<file path="src/rtl/fetch_queue.sv">
// fetch_queue: circular instruction/PC buffer between fetch and decode; FETCH_QUEUE_PREDECODE_EN adds branch/jump class bits
module fetch_queue #(
   parameter int DEPTH = 4,
   parameter int CW    = $clog2(DEPTH) + 1
) (
   input  logic          clk,
   input  logic          reset,
   input  logic          in_valid,
   output logic          in_ready,
   input  logic [31:0]   in_instr,
   input  logic [31:0]   in_pc,
   output logic          out_valid,
   input  logic          out_ready,
   output logic [31:0]   out_instr,
   output logic [31:0]   out_pc,
   output logic          out_is_branch,
   output logic          out_is_jump,
   input  logic          flush,
   output logic [CW-1:0] count
);
   localparam int AW = $clog2(DEPTH);
   logic [31:0]   r_instr [DEPTH];
   logic [31:0]   r_pc    [DEPTH];
   logic [AW-1:0] r_head, r_tail;
   logic [CW-1:0] r_count;
   logic          w_enq, w_deq;
   assign in_ready  = r_count != CW'(DEPTH);
   assign out_valid = r_count != '0;
   assign w_enq     = in_valid && in_ready && !flush;
   assign w_deq     = out_valid && out_ready;
   assign count     = r_count;
   assign out_instr = out_valid ? r_instr[r_head] : '0;
   assign out_pc    = out_valid ? r_pc[r_head] : '0;
   // storage is left uncleared by reset; only accepted pairs are written
   always_ff @(posedge clk) begin
      if (w_enq) begin
         r_instr[r_tail] <= in_instr;
         r_pc[r_tail]    <= in_pc;
      end
   end
   // pointers and occupancy; flush empties the queue and drops any same-cycle enqueue
   always_ff @(posedge clk or posedge reset) begin
      if (reset) begin
         r_head  <= '0;
         r_tail  <= '0;
         r_count <= '0;
      end else if (flush) begin
         r_head  <= '0;
         r_tail  <= '0;
         r_count <= '0;
      end else begin
         r_tail  <= w_enq ? r_tail + 1'b1 : r_tail;
         r_head  <= w_deq ? r_head + 1'b1 : r_head;
         r_count <= (w_enq && !w_deq) ? r_count + 1'b1 : (!w_enq && w_deq) ? r_count - 1'b1 : r_count;
      end
   end
`ifdef FETCH_QUEUE_PREDECODE_EN
   logic [1:0] r_cls [DEPTH];
   logic [1:0] w_cls;
   logic [5:0] w_op, w_fn;
   assign w_op  = in_instr[31:26];
   assign w_fn  = in_instr[5:0];
   assign w_cls = {(w_op == 6'b000010) || (w_op == 6'b000011) || (w_op == 6'b000000 && w_fn == 6'b001000),
                   (w_op == 6'b000100) || (w_op == 6'b000101)};
   // class bits are computed once at enqueue so decode sees them with the head entry
   always_ff @(posedge clk) begin
      if (w_enq) r_cls[r_tail] <= w_cls;
   end
   assign out_is_branch = out_valid && r_cls[r_head][0];
   assign out_is_jump   = out_valid && r_cls[r_head][1];
`else
   assign out_is_branch = 1'b0;
   assign out_is_jump   = 1'b0;
`endif
endmodule

</file>
<file path="config.mk">
export PLATFORM = sky130hd
export DESIGN_NAME = fetch_queue
export DESIGN_NICKNAME = d
export VERILOG_FILES = /design/src/rtl/fetch_queue.sv
export SDC_FILE = /design/constraint.sdc
export NUM_CORES = 1
export LEC_CHECK = 0
export ABC_AREA = 1
export CAP_MARGIN = 20
export CORE_MARGIN = 1.5
export CORE_UTILIZATION = 46
export DETAILED_ROUTE_END_ITERATION = 7
export GPL_ROUTABILITY_DRIVEN = 0
export GPL_TIMING_DRIVEN = 0
export PLACE_DENSITY = 0.72
export SLEW_MARGIN = 20
export SYNTH_ARGS = -nofsm -noshare
export SYNTH_HDL_FRONTEND = slang
export SYNTH_SLANG_ARGS = --single-unit
export TNS_END_PERCENT = 5
</file>
<file path="constraint.sdc">
create_clock -name clk -period 9.4 [get_ports clk]
set_clock_uncertainty 0.1 [all_clocks]
set_input_delay 0.94 -clock clk [delete_from_list [all_inputs] [get_ports clk]]
set_output_delay 0.94 -clock clk [all_outputs]
set_load 0.02 [all_outputs]
</file>
==> flow_summary.json <==
{
  "ys_warn_count": 0,
  "instances_no_fill": 1295,
  "yosys-top-cells-area": "edfxtp_1, nor2_1, o21ai_0",
  "whs_ns": 0.533,
  "hp-class": "flop to flop",
  "dieArea_mm2": 0.0235,
  "critPathMaxStageDelay_ns": 0.66,
  "violations": "design-rule violations",
  "drt_iter0_markers": 506,
  "die_h_um": 153,
  "nets": 1073,
  "power_density_mw_per_mm2": 278,
  "setup_tns_ns": 0,
  "portBuffers": 137,
  "synthCells": 823,
  "worst_pin_slew_ns": 0.785,
  "maxCapViolCount": 0,
  "tritoncts": "done",
  "fmax_mhz": 266,
  "start_util_pct": 47.3,
  "ant_nets": 0,
  "p_comb_share_pct": 37.1,
  "swShare_pct": 34.0,
  "dp_cells": 1251,
  "criticalPathCategory": "flop to primary output",
  "drcViolationCount": 10,
  "synth_top_area_cell": "edfxtp_1",
  "clock_path_buffers": 3,
  "layout-drive-gt1-share_pct": 8.18,
  "vias": 6729,
  "ctsHoldBuffers": 0,
  "cts-root-buf": "clkbuf_16",
  "cts_sinks": 263,
  "syn_avg_cell_area_um2": 12.6,
  "p_switching_mw": 1.24,
  "maxSlewViolCount": 0,
  "path_clk_slew_ns": 0.06,
  "power_frac_seq_pct": 38.0,
  "rsz0062_at_grt": "false",
  "ys.flop_type": "edfxtp_1",
  "critPathCaptureType": "primary output",
  "outcome": "finished with violations",
  "required_ns": 8.36,
  "regToRegSetupSlack_ns": 7.00,
  "cts-resized-gates": 0,
  "routedWlPerCell_um": 17.5,
  "clockPowerShare_pct": 25.0,
  "ys_seq_area_share_pct": 75.7,
  "routed_wl_um": 22700,
  "insertion_delay_ns": 0.52,
  "cts-buffers-inserted": 26,
  "grt_overflow_total": 0,
  "synthToLayoutAreaGrowth_pct": 26.3,
  "cp_slowest_cell": "clkdlybuf4s50_1",
  "antenna_found_initial": 0,
  "cts_setup_buffers": 0,
  "core_area_mm2": 0.0220,
  "p_leak_nw": 4.49,
  "finalHoldViolCount": 0,
  "grt_first_pass_wirelength_um": 35000,
  "cp.arrival_ns": 2.72,
  "grt_pass1_vias": 6413,
  "cp_max_fo": 10,
  "antenna-diode-count": 0,
  "worstSetupStartpointType": "flop",
  "first_pass_iters": 7,
  "synth_top_area_share_pct": 74.0,
  "synth_most_common_cell": "nor2_1",
  "async_reset_ff_share_pct": 2.66,
  "routed_via_density": 5.20,
  "rows": 54,
  "fin_crit_ns": 3.76,
  "cts.htree.levels": 1,
  "ys_ff_latch": 263,
  "die_w_um": 153,
  "gr-usage-all-layers_pct": 19.3,
  "ios": 140,
  "grt_max_degree": 25,
  "hpwl_um": 14200,
  "period_share_pct": 40.1,
  "power.internal_mw": 2.40,
  "synth_common_cells": "nor2_1, edfxtp_1, o21ai_0",
  "power_mw": 3.64,
  "n_fill_cell": 1687,
  "ys_types": 24,
  "cp_cell_sequence": "inv_2, buf_4, clkbuf_1, o21ai_0, a21oi_1, clkdlybuf4s50_1",
  "vdd_ir_drop_max_mv": 0.216,
  "relSlewSlack_pct": 47.6,
  "synth-edff-count": 256,
  "syn_area_mm2": 0.0104,
  "setup_viol": 0
}
placed cells by master (no fill, tap or decap), types with 5 or more instances in the layout:
cell,count
inv_1,16
o21ai_1,5
clkbuf_16,26
buf_1,6
nor2_1,257
clkbuf_1,18
buf_12,6
clkdlybuf4s50_1,137
edfxtp_1,256
o21ai_0,128
clkinv_1,7
nand2_1,15
buf_2,14
dfrtp_1,7
a21oi_1,68
buf_4,16
power by group through the flow:
| stage | combinational (mW) | sequential [mW] | clock [mW] |
|---|---|---|---|
| after global placement | 1.32 | 1.42 | 0 |
| after global routing | 1.46 | 1.39 | 0.969 |
| final | 1.35 | 1.38 | 0.909 |
| after floorplan | 0.711 | 1.42 | 0 |
| after detailed placement | 1.35 | 1.41 | 0 |
| after CTS | 1.36 | 1.38 | 0.920 |
sequential cells by signal, summed over array words and instances, names as in the netlist:
name     cells
r_instr    128
count        3
r_tail       2
r_head       2
r_pc       128
final timing paths:
kind	from	end	cells past startpoint
worst max-delay path	r_head[0]$_DFFE_PP0P_	out_pc[19]	6
worst min-delay path	count[1]$_DFFE_PP0P_	count[1]$_DFFE_PP0P_	2
worst max register to register	count[2]$_DFFE_PP0P_	r_pc[1][17]$_DFFE_PP_	4
worst min register to register	count[1]$_DFFE_PP0P_	count[1]$_DFFE_PP0P_	2
max in group asynchronous	reset	r_head[0]$_DFFE_PP0P_	2
min in group asynchronous	reset	count[1]$_DFFE_PP0P_	2
final cells by class:
cell class                 instances  area (µm²)  share of cell area (%)
buffer                            50         280                    2.14
clock buffer                      32         673                    5.13
clock inverter                    12        67.6                   0.515
inverter                          18        67.6                   0.515
multi-input combinational        493        2210                    16.9
sequential                       263        7860                    60.0
tap                              280         350                    2.67
timing repair buffer             147        1600                    12.2
routing by layer:
metal | global-route usage (%) | part of all wire, % | vias up
met5 | 0 | 0 | -
met3 | 3.40 | 6.8 | 41
met2 | 31.2 | 48 | 239
met4 | 5.98 | 2.5 | 0
li1 | - | - | 3249
met1 | 26.8 | 43 | 3200
per-stage QoR:
step | utilization (%) | area [µm²] | worst slack [ns]
final | 59.7 | 13100 | 5.64
after global routing | 59.7 | 13100 | 5.40
after CTS | 59.7 | 13100 | 5.56
after detailed placement | 56.3 | 12400 | 5.88
after global placement | 55.2 | 12100 | 2.21
after floorplan | - | 10400 | 4.83
worst max-delay path: cells and delay by family (launching register included):
kind | cells | cell delay, ns
flops | 1 | 0.43
compound gates | 2 | 0.44
buf+inv | 4 | 1.34
cells by family (layout without fill, tap and decap cells):
family / after synthesis / after routing / synth area share [%]
AO/OA/AOI/OAI: 201 / 201 / 9.69
adder cells (fa/ha/maj): 5 / 5 / 0.675
AND/OR/NAND/NOR: 284 / 284 / 10.5
XOR/XNOR: 1 / 1 / 0.0843
flip-flops: 263 / 263 / 75.7
buffers and inverters: 68 / 259 / 3.35
other: 1 / 2 / 0.0361
No activity file was read; power rests on OpenSTA's default activity.
